`src/rtl/noc_resp_arbiter.sv`:
```
// noc_resp_arbiter
// Merges two show-ahead response FIFOs (dev 0x40 -> src0, dev 0x41 -> src1) onto the
// noc_from_dev bus one whole packet at a time. A source is granted only while its FIFO
// holds at least one complete packet, counted by snooping FIFO writes, so a packet that
// has started on the bus never runs dry. NOP (ctl=1, data=00) is driven when idle.
// Build option: define NOC_ARB_RR_EN for packet-level round-robin; when it is undefined,
// src0 has fixed priority.
module noc_resp_arbiter #(
    parameter int CNT_W = 4
) (
    input  logic       clk,
    input  logic       reset,
    input  logic       wen0,
    input  logic       wen1,
    input  logic [8:0] din0,
    input  logic [8:0] din1,
    input  logic       empty0,
    input  logic       empty1,
    input  logic [8:0] dout0,
    input  logic [8:0] dout1,
    output logic       ren0,
    output logic       ren1,
    output logic       noc_from_dev_ctl,
    output logic [7:0] noc_from_dev_data,
    output logic [1:0] grant,
    output logic       err
);

    localparam logic       ST_IDLE = 1'b0;
    localparam logic       ST_FWD  = 1'b1;
    // The idle NOP and the packet terminator share one encoding.
    localparam logic [8:0] NOP     = 9'h100;

    logic             state_q, state_d;
    logic             sel_q, sel_d;
    logic             last_q, last_d;
    logic [CNT_W-1:0] pkt_cnt0_q, pkt_cnt0_d;
    logic [CNT_W-1:0] pkt_cnt1_q, pkt_cnt1_d;
    logic             err_q, err_d;
    logic [8:0]       out_q, out_d;
    logic [1:0]       grant_q, grant_d;

    logic       is_cmd0, is_cmd1;
    logic       elig0, elig1;
    logic       stray0, stray1;
    logic       pick1;
    logic [8:0] sel_head;
    logic       sel_empty;
    logic       pop0, pop1;
    logic       proto_err;
    logic       inc0, inc1, dec0, dec1;
    logic       ovf0, ovf1;

    // Saturating up/down count; simultaneous inc and dec cancel out.
    function automatic logic [CNT_W-1:0] cnt_next(input logic [CNT_W-1:0] cnt,
                                                  input logic             inc,
                                                  input logic             dec);
        if (inc && !dec) begin
            return (&cnt) ? cnt : cnt + CNT_W'(1);
        end
        if (dec && !inc && (cnt != '0)) begin
            return cnt - CNT_W'(1);
        end
        return cnt;
    endfunction

    // Classify both FIFO heads and choose which eligible source an idle arbiter grants.
    always_comb begin
        is_cmd0   = dout0[8] && (dout0[7:0] != 8'h00);
        is_cmd1   = dout1[8] && (dout1[7:0] != 8'h00);
        elig0     = (pkt_cnt0_q != '0) && !empty0 && is_cmd0;
        elig1     = (pkt_cnt1_q != '0) && !empty1 && is_cmd1;
        stray0    = (pkt_cnt0_q != '0) && !empty0 && !is_cmd0;
        stray1    = (pkt_cnt1_q != '0) && !empty1 && !is_cmd1;
        sel_head  = sel_q ? dout1 : dout0;
        sel_empty = sel_q ? empty1 : empty0;
`ifdef NOC_ARB_RR_EN
        // Both eligible: take the source that did not send the previous packet.
        pick1     = elig1 && (!elig0 || !last_q);
`else
        pick1     = elig1 && !elig0;
`endif
    end

    // Packet FSM: grant on a counted cmd, forward until the terminator, bail out on bad framing.
    always_comb begin
        // NOTE: every output of this block gets a default first, so no path can infer a latch.
        state_d   = state_q;
        sel_d     = sel_q;
        last_d    = last_q;
        out_d     = NOP;
        grant_d   = 2'b00;
        pop0      = 1'b0;
        pop1      = 1'b0;
        proto_err = 1'b0;
        case (state_q)
            ST_IDLE: begin
                if (stray0) begin
                    // Counted packet but the head is not a cmd: drop one entry per cycle.
                    pop0      = 1'b1;
                    proto_err = 1'b1;
                end else if (stray1) begin
                    pop1      = 1'b1;
                    proto_err = 1'b1;
                end else if (elig0 || elig1) begin
                    sel_d   = pick1;
                    pop0    = !pick1;
                    pop1    = pick1;
                    out_d   = pick1 ? dout1 : dout0;
                    grant_d = pick1 ? 2'b10 : 2'b01;
                    state_d = ST_FWD;
                end
            end
            ST_FWD: begin
                if (sel_empty) begin
                    // Cannot happen while the count is right; recover to idle.
                    proto_err = 1'b1;
                    state_d   = ST_IDLE;
                end else if (!sel_head[8]) begin
                    pop0    = !sel_q;
                    pop1    = sel_q;
                    out_d   = sel_head;
                    grant_d = sel_q ? 2'b10 : 2'b01;
                end else if (sel_head[7:0] == 8'h00) begin
                    // Terminator goes out as the NOP separating this packet from the next.
                    pop0    = !sel_q;
                    pop1    = sel_q;
                    grant_d = sel_q ? 2'b10 : 2'b01;
                    last_d  = sel_q;
                    state_d = ST_IDLE;
                end else begin
                    // A new cmd where the terminator belongs: leave it queued and abort.
                    proto_err = 1'b1;
                    state_d   = ST_IDLE;
                end
            end
            default: state_d = ST_IDLE;
        endcase
    end

    // Track complete packets per FIFO from terminators written in and popped out.
    always_comb begin
        inc0       = wen0 && (din0 == NOP);
        inc1       = wen1 && (din1 == NOP);
        dec0       = pop0 && (dout0 == NOP);
        dec1       = pop1 && (dout1 == NOP);
        pkt_cnt0_d = cnt_next(pkt_cnt0_q, inc0, dec0);
        pkt_cnt1_d = cnt_next(pkt_cnt1_q, inc1, dec1);
        ovf0       = inc0 && !dec0 && (&pkt_cnt0_q);
        ovf1       = inc1 && !dec1 && (&pkt_cnt1_q);
        err_d      = err_q || proto_err || ovf0 || ovf1;
    end

    // State and output registers with synchronous reset.
    always_ff @(posedge clk) begin
        // NOTE: non-blocking assignments make every flop sample pre-edge values.
        if (reset) begin
            state_q    <= ST_IDLE;
            sel_q      <= 1'b0;
            last_q     <= 1'b1;
            pkt_cnt0_q <= '0;
            pkt_cnt1_q <= '0;
            err_q      <= 1'b0;
            out_q      <= NOP;
            grant_q    <= 2'b00;
        end else begin
            state_q    <= state_d;
            sel_q      <= sel_d;
            last_q     <= last_d;
            pkt_cnt0_q <= pkt_cnt0_d;
            pkt_cnt1_q <= pkt_cnt1_d;
            err_q      <= err_d;
            out_q      <= out_d;
            grant_q    <= grant_d;
        end
    end

    assign ren0              = pop0;
    assign ren1              = pop1;
    assign noc_from_dev_ctl  = out_q[8];
    assign noc_from_dev_data = out_q[7:0];
    assign grant             = grant_q;
    assign err               = err_q;

endmodule

```
`config.mk`:
```
export PLATFORM = sky130hd
export DESIGN_NAME = noc_resp_arbiter
export DESIGN_NICKNAME = d
export VERILOG_FILES = /design/src/rtl/noc_resp_arbiter.sv
export SDC_FILE = /design/constraint.sdc
export NUM_CORES = 1
export LEC_CHECK = 0
export CORE_UTILIZATION = 43
export CTS_BUF_LIST = sky130_fd_sc_hd__clkbuf_4 sky130_fd_sc_hd__clkbuf_8 sky130_fd_sc_hd__clkbuf_16
export CTS_CLUSTER_DIAMETER = 100
export CTS_CLUSTER_SIZE = 40
export DETAILED_ROUTE_END_ITERATION = 7
export PLACE_DENSITY = 0.79
export SLEW_MARGIN = 20
export SYNTH_ARGS = -nofsm -noshare
export SYNTH_HDL_FRONTEND = slang
export SYNTH_SLANG_ARGS = --single-unit
export TNS_END_PERCENT = 30
```
`constraint.sdc`:
```
create_clock -name clk -period 3.1 [get_ports clk]
set_clock_uncertainty 0.15 [all_clocks]
set_input_delay 0.465 -clock clk [delete_from_list [all_inputs] [get_ports clk]]
set_output_delay 0.465 -clock clk [all_outputs]
set_load 0.03 [all_outputs]
```
==> Implementation_results.wiki, run 1 <==
{| class="wikitable"
! Metric !! Value
|-
| Post-DRT Antenna Nets || 0
|-
| Final wirelength || 4040 um
|-
| Post-Syn Instances || 160
|-
| Launch point of the worst hold path || pkt_cnt1_q[3]
|-
| Placement-stage cell area || 2080 um2
|-
| Number of port buffers || 55
|-
| Buffers inserted during post-CTS setup optimization || 0
|-
| Overall track demand over capacity in global routing || 0.236
|-
| Post-route total power || 0.593 mW
|-
| Post-route non-filler standard cell count || 268
|-
| Worst hold-check slack || 0.424 ns
|-
| Setup repair after global routing missed its margin || no
|-
| First-pass GRT wire length || 6510 um
|-
| Share of flip-flops with an asynchronous set or reset after synthesis || 0
|-
| Starting Density || 0.462
|-
| Share of layout cells above drive strength 1 || 0.161
|-
| Width of the die || 59.8 um
|-
| Number of buffers on the longest clock path || 2
|-
| Highest Clock Rate || 333 MHz
|-
| Reg-to-reg critical path startpoint || pkt_cnt0_q[0]
|-
| Run status || complete, no violations
|-
| Final min period || 3.01 ns
|-
| Insertion delay to the later sink of the worst-skew pair || 0.31 ns
|-
| Type of element capturing the critical path || output port
|-
| Clk Tree Root Cell || sky130_fd_sc_hd__clkbuf_4
|-
| Post-route cell area || 2130 um2
|-
| Net count reported at finish || 271
|-
| Depth of the CTS H-tree || 1
|-
| Register area || 440 um2
|-
| Final worst slack || 0.0944 ns
|-
| Sequential-to-total area share from yosys stat || 0.307
|-
| Hold Buf Count CTS || 0
|-
| Post-route setup TNS || 0 ns
|-
| Count of different cell masters after synthesis || 54
|-
| Vias in the first global route || 1503
|-
| Remaining max-slew budget at the tightest pin || 0.585
|-
| Clock slew at the register clock pins of the worst setup and hold paths || 0.12 ns
|-
| Most common cell after layout, fill and taps aside || sky130_fd_sc_hd__clkdlybuf4s50_1
|-
| Startpoint-to-endpoint class of the critical path || input pin to output port
|-
| Synthesized Nets || 206
|-
| Highest-count cells in the layout ignoring fill and taps || sky130_fd_sc_hd__clkdlybuf4s50_1, sky130_fd_sc_hd__dfxtp_1, sky130_fd_sc_hd__nor3_1, sky130_fd_sc_hd__a21oi_1, sky130_fd_sc_hd__buf_4
|-
| Leak Pwr || 0.717 nW
|-
| Predominant post-synthesis flop cell || sky130_fd_sc_hd__dfxtp_1
|-
| TritonCTS sink count || 22
|-
| Cell Area, Synth || 1440 um2
|-
| Hold path cells || 1
|-
| Die Height || 59.8 um
|-
| Post-detailed-route wirelength per cell || 15.1 um
|-
| Fin. Hold Viols || 0
|-
| Antenna violations before repair || 0
|-
| Maximum fanout encountered on the critical timing path || 2
|-
| Core Area || 3100 um2
|-
| Utilization after layout || 0.687
|-
| Final weighted congestion in routability-driven placement || 0.937
|-
| Vias per Instance || 5.73
|-
| Placed insts || 264
|-
| Power density over the cells || 278 nW/um2
|-
| DRC violation count after routing || 0
|-
| Io pins || 56
|-
| TritonCTS buffer count || 3
|-
| TritonCTS clock tree || built
|-
| Fraction of synthesized cell area taken by the top area cell type || 0.307
|-
| Biggest area contributors in the synthesized netlist || sky130_fd_sc_hd__dfxtp_1, sky130_fd_sc_hd__a22o_1, sky130_fd_sc_hd__a21oi_1, sky130_fd_sc_hd__ha_1, sky130_fd_sc_hd__nor3_1
|-
| Filler Cells Inserted || 263
|-
| Worst IR drop on VDD || 0.000279 V
|-
| Final period utilization || 0.970
|-
| Library cell with the largest summed area after synthesis || sky130_fd_sc_hd__dfxtp_1
|-
| Data required time at the worst endpoint || 2.48 ns
|-
| Synthesis-to-layout area growth || 48.5%
|-
| Per-instance average area after synthesis || 8.97 um2
|-
| Via count || 1535
|-
| Pin count of the biggest net entering global routing || 18
|-
| Cell Rows || 20
|-
| Number of iterations in the first detailed-routing pass || 4
|-
| Number of cells on the worst reg-to-reg path || 8
|-
| Antenna diodes || 0
|-
| Number of warnings issued by yosys || 0
|-
| Critical path arrival || 2.39 ns
|-
| Total of max-cap violations || 0
|-
| Kind of start point of the critical path || input pin
|-
| Tightest Pin Transition || 0.623 ns
|-
| Multi-input logic area || 938 um2
|-
| Post-synthesis sequential element count || 22
|-
| Final setup violation count || 0
|-
| Post-synth EDFFs || 0
|-
| Die area || 3570 um2
|-
| Worst-case register-to-register setup slack || 0.54 ns
|-
| Remaining global-route overflow || 0
|-
| Capturing point of the worst reg2reg path || pkt_cnt0_q[0]
|-
| Initial DRC count || 81
|-
| HPWL after DPL || 3310 um
|-
| Placement Setup Slack || -0.0930 ns
|-
| Hold-critical path endpoint || pkt_cnt1_q[3]
|-
| Max Slew Vio Count || 0
|-
| Worst hold path class || flip-flop to flip-flop
|}
==> worst max-delay path, cell delays in order <==
cell                              delay, ns
sky130_fd_sc_hd__clkdlybuf4s50_1       0.44
sky130_fd_sc_hd__nor4_1                0.36
sky130_fd_sc_hd__a21boi_0              0.20
sky130_fd_sc_hd__nor4_1                0.40
sky130_fd_sc_hd__o21ai_0               0.15
sky130_fd_sc_hd__dlygate4sd2_1         0.37
==> sequential cells by signal, indices dropped and copies added (netlist names) <==
signal / flops
pkt_cnt1_q: 4
state_q: 1
err: 1
sel_q: 1
pkt_cnt0_q: 4
grant: 2
out_q: 9
==> cell families after synthesis <==
kind of cell	synth area share
DFF	0.307
buffers and inverters	0.0392
adders and majority gates	0.0349
AOI/OAI and AO/OA	0.308
and+or+nand+nor	0.311
==> power by group <==
part	switching (mW)	internal [mW]
registers	0.000107	0.283
logic	0.0300	0.0577
clock network	0.0917	0.131
==> worst max-delay path by stage <==
stage | start | end | slack (ns) | depth (start not counted)
after floorplan | pkt_cnt0_q[0] | ren0 | 0.63 | 6
after global placement | dout1[1] | ren0 | -0.07 | 6
after detailed placement | dout1[5] | ren0 | -0.09 | 6
after CTS | dout1[5] | ren0 | 0.14 | 6
after global routing | dout1[5] | ren0 | 0.03 | 6
final | dout1[5] | ren0 | 0.09 | 6
==> area by class of cell <==
type / count / area share
clock inverters: 1 / 0.0141
well taps: 44 / 0.0258
multi-input cells: 126 / 0.440
clock buffers: 3 / 0.0106
flip-flops and latches: 22 / 0.207
repair buffers: 64 / 0.288
inverters: 8 / 0.0141
==> cell usage after synthesis (2+ instances only) <==
library cell,n
sky130_fd_sc_hd__nand2b_1,2
sky130_fd_sc_hd__nor4_1,7
sky130_fd_sc_hd__a221oi_1,2
sky130_fd_sc_hd__or3_1,3
sky130_fd_sc_hd__a21oi_1,10
sky130_fd_sc_hd__nor4_4,2
sky130_fd_sc_hd__ha_1,4
sky130_fd_sc_hd__nor2_1,9
sky130_fd_sc_hd__o2bb2ai_1,2
sky130_fd_sc_hd__nor3_1,10
sky130_fd_sc_hd__o21ai_0,7
sky130_fd_sc_hd__or2_2,4
sky130_fd_sc_hd__nand3b_1,2
sky130_fd_sc_hd__nand2_1,8
sky130_fd_sc_hd__nand3_1,7
sky130_fd_sc_hd__clkbuf_1,2
sky130_fd_sc_hd__dfxtp_1,22
sky130_fd_sc_hd__a211oi_2,3
sky130_fd_sc_hd__a22o_1,7
sky130_fd_sc_hd__o21bai_1,2
sky130_fd_sc_hd__and3_1,2
sky130_fd_sc_hd__o21a_1,2
sky130_fd_sc_hd__nand4_1,2
sky130_fd_sc_hd__inv_1,8
sky130_fd_sc_hd__a21boi_0,2
==> routing by layer <==
layer | track usage | wire length [um]
met1 | 0.268 | 1620
met2 | 0.448 | 2110
met3 | 0.0476 | 244
met4 | 0.0532 | 63
met5 | 0 | 0
==> what timing repair did <==
action | in CTS | in global routing
hold endpoints to repair | 0 | 0
setup endpoints to repair | 1 | 0
resized for setup | 1 | 0
No activity file was read; power rests on OpenSTA's default activity.
==> run 2, diff against run 1 <==
- CTS_CLUSTER_SIZE: 40 -> 16
- GPL_TIMING_DRIVEN: not set -> 0
==> run 2 against run 1 <==
Compared with the run above:
- sequential power about the same
- via count increased by 1.3%
- setup slack improved by 0.040 ns
- hold slack got worse by 0.093 ns
- global-route usage increased by 1.6 points
- clock-buffer cell count unchanged
==> Implementation_results.wiki, run 2 (synthesis results as in run 1) <==
{| class="wikitable"
! Metric !! Value
|-
| Run status || complete, no violations
|-
| Data required time at the worst endpoint || 2.48 ns (about the same)
|-
| Share of layout cells above drive strength 1 || 0.138 (-0.0231)
|-
| Leak Pwr || 0.685 nW (-4.5%)
|-
| Final weighted congestion in routability-driven placement || 0.843 (-10%)
|-
| Width of the die || 59.8 um (unchanged)
|-
| Multi-input logic area || 951 um2 (+1.3%)
|-
| Final wirelength || 4210 um (+4.4%)
|-
| Clock slew at the register clock pins of the worst setup and hold paths || 0.13 ns (about the same)
|-
| Max Slew Vio Count || 0 (unchanged)
|-
| Core Area || 3100 um2 (unchanged)
|-
| Critical path arrival || 2.35 ns (-0.04 ns)
|-
| Worst hold path class || input pin to flip-flop
|-
| Utilization after layout || 0.675 (-0.0121)
|-
| Buffers inserted during post-CTS setup optimization || 0 (unchanged)
|-
| Setup repair after global routing missed its margin || no
|-
| Cell Rows || 20 (unchanged)
|-
| Number of iterations in the first detailed-routing pass || 4 (unchanged)
|-
| Post-route cell area || 2090 um2 (-1.8%)
|-
| Most common cell after layout, fill and taps aside || sky130_fd_sc_hd__clkdlybuf4s50_1
|-
| TritonCTS clock tree || built
|-
| Fin. Hold Viols || 0 (unchanged)
|-
| Worst-case register-to-register setup slack || 0.49 ns (-0.05 ns)
|-
| Net count reported at finish || 265 (-2.2%)
|-
| Io pins || 56 (unchanged)
|-
| Insertion delay to the later sink of the worst-skew pair || 0.34 ns (+0.03 ns)
|-
| Number of buffers on the longest clock path || 2 (unchanged)
|-
| Type of element capturing the critical path || output port
|-
| TritonCTS buffer count || 3 (unchanged)
|-
| Post-detailed-route wirelength per cell || 16.1 um (+6.8%)
|-
| HPWL after DPL || 3340 um (+0.73%)
|-
| Crit path cell chain || clkdlybuf4s50_1 -> nor4_2 -> a21boi_1 -> nor4_1 -> o21ai_0 -> dlygate4sd2_1
|-
| Vias in the first global route || 1567 (+4.3%)
|-
| Worst hold-check slack || 0.331 ns (-0.0928 ns)
|-
| Pin count of the biggest net entering global routing || 14 (-4)
|-
| Power density over the cells || 288 nW/um2 (+3.5%)
|-
| Register ranked first by flip-flop count || out_q
|-
| Synthesis-to-layout area growth || 45.9%
|-
| Largest registers || out_q: 9 flops, pkt_cnt0_q: 4 flops, pkt_cnt1_q: 4 flops
|-
| TritonCTS sink count || 22 (unchanged)
|-
| Depth of the CTS H-tree || 1 (unchanged)
|-
| Post-DRT Antenna Nets || 0 (unchanged)
|-
| Die Height || 59.8 um (unchanged)
|-
| Remaining global-route overflow || 0 (unchanged)
|-
| Worst IR drop on VDD || 0.000163 V (-42%)
|-
| Antenna diodes || 0 (unchanged)
|-
| Maximum fanout encountered on the critical timing path || 5 (+3)
|-
| Clk Tree Root Cell || sky130_fd_sc_hd__clkbuf_4
|-
| Filler Cells Inserted || 287 (+9.1%)
|-
| Remaining max-slew budget at the tightest pin || 0.596 (+0.0120)
|-
| Placement-stage cell area || 2030 um2 (-2.3%)
|-
| Category of cells accounting for the largest share of critical-path delay || buffers and inverters
|-
| Antenna violations before repair || 0 (unchanged)
|-
| Highest Clock Rate || 337 MHz (+1.3%)
|-
| Number of port buffers || 54 (-1.8%)
|-
| Startpoint-to-endpoint class of the critical path || input pin to output port
|-
| Register area || 440 um2 (unchanged)
|-
| Post-route setup TNS || 0 ns (unchanged)
|-
| Die area || 3570 um2 (unchanged)
|-
| Final worst slack || 0.134 ns (+0.0398 ns)
|-
| Crit path buf inv count || 2 (unchanged)
|-
| Final period utilization || 0.957 (-0.0128)
|-
| Kind of start point of the critical path || input pin
|-
| Final min period || 2.97 ns (-0.0398 ns)
|-
| Number of flip-flops in the largest register || 9 (unchanged)
|-
| DRC violation count after routing || 0 (unchanged)
|-
| Placement Setup Slack || -0.296 ns (-0.203 ns)
|-
| Highest-count cells in the layout ignoring fill and taps || sky130_fd_sc_hd__clkdlybuf4s50_1, sky130_fd_sc_hd__dfxtp_1, sky130_fd_sc_hd__nor3_1, sky130_fd_sc_hd__a21oi_1, sky130_fd_sc_hd__nor2_1
|-
| Starting Density || 0.462 (unchanged)
|-
| Total of max-cap violations || 0 (unchanged)
|-
| Vias per Instance || 5.94 (+3.6%)
|-
| Via count || 1555 (+1.3%)
|-
| Initial DRC count || 60 (-26%)
|-
| Max stage delay on crit path || 0.45 ns (about the same)
|-
| Final setup violation count || 0 (unchanged)
|-
| Tightest Pin Transition || 0.605 ns (-0.0179 ns)
|-
| Cell with the largest stage delay on the worst path || sky130_fd_sc_hd__clkdlybuf4s50_1
|-
| Overall track demand over capacity in global routing || 0.252 (+0.0159)
|-
| First-pass GRT wire length || 6850 um (+5.3%)
|}
run 2: changes by cell type in the layout (fill, tap and decap cells not counted), sizes merged:
cell / delta
buf: -9
clkbuf: +3
clkdlybuf4s50: -1
dlygate4sd2: +1
run 2: final timing paths:
check / from / cells past startpoint / to
setup reg to reg: pkt_cnt0_q[0] / 8 / pkt_cnt0_q[0]
hold / removal: reset / 2 / err
setup / recovery: dout1[5] / 6 / ren0
hold reg to reg: sel_q / 2 / sel_q
run 2: through the flow:
step                instances  power (mW)
floorplan                 160       0.305
global placement          258       0.368
detailed placement        258       0.370
CTS                       262       0.602
global route              262       0.616
finish                    262       0.603
run 2: final cells by class:
type,count,area share
buffer,4,0.0126
clock buffer,3,0.0108
clock inverter,1,0.0143
inverter,8,0.0143
multi-input combinational,126,0.454
sequential,22,0.210
tap,44,0.0263
timing repair buffer,54,0.257
run 2: worst reg2reg max path, delay by kind of cell, from the launching register on:
kind,cells,cell delay [ns]
DFF,1,0.45
AOI/OAI and AO/OA,2,0.79
buffers and inverters,1,0.07
adders and majority gates,1,0.23
and+or+nand+nor,4,0.83
run 2: per-layer routing:
| layer | routed length, um | track usage | vias to the layer above | share of wire |
|---|---|---|---|---|
| met5 | 0 | 0 | - | 0 |
| met4 | 87 | 0.113 | 0 | 0.021 |
| met3 | 257 | 0.0455 | 11 | 0.061 |
| met2 | 2100 | 0.448 | 64 | 0.50 |
| met1 | 1760 | 0.292 | 743 | 0.42 |
| li1 | - | - | 737 | - |
run 2: timing repair:
item	in CTS	in global routing
endpoints found under the setup margin	2	2
gates resized for setup	4	1
hold buffers	0	0
run 2: power breakdown:
| group | switching, mW | leakage (nW) | internal (mW) |
|---|---|---|---|
| sequential | 0.0000885 | 0.177 | 0.283 |
| combinational | 0.0302 | 0.480 | 0.0522 |
| clock | 0.107 | 0.0279 | 0.131 |
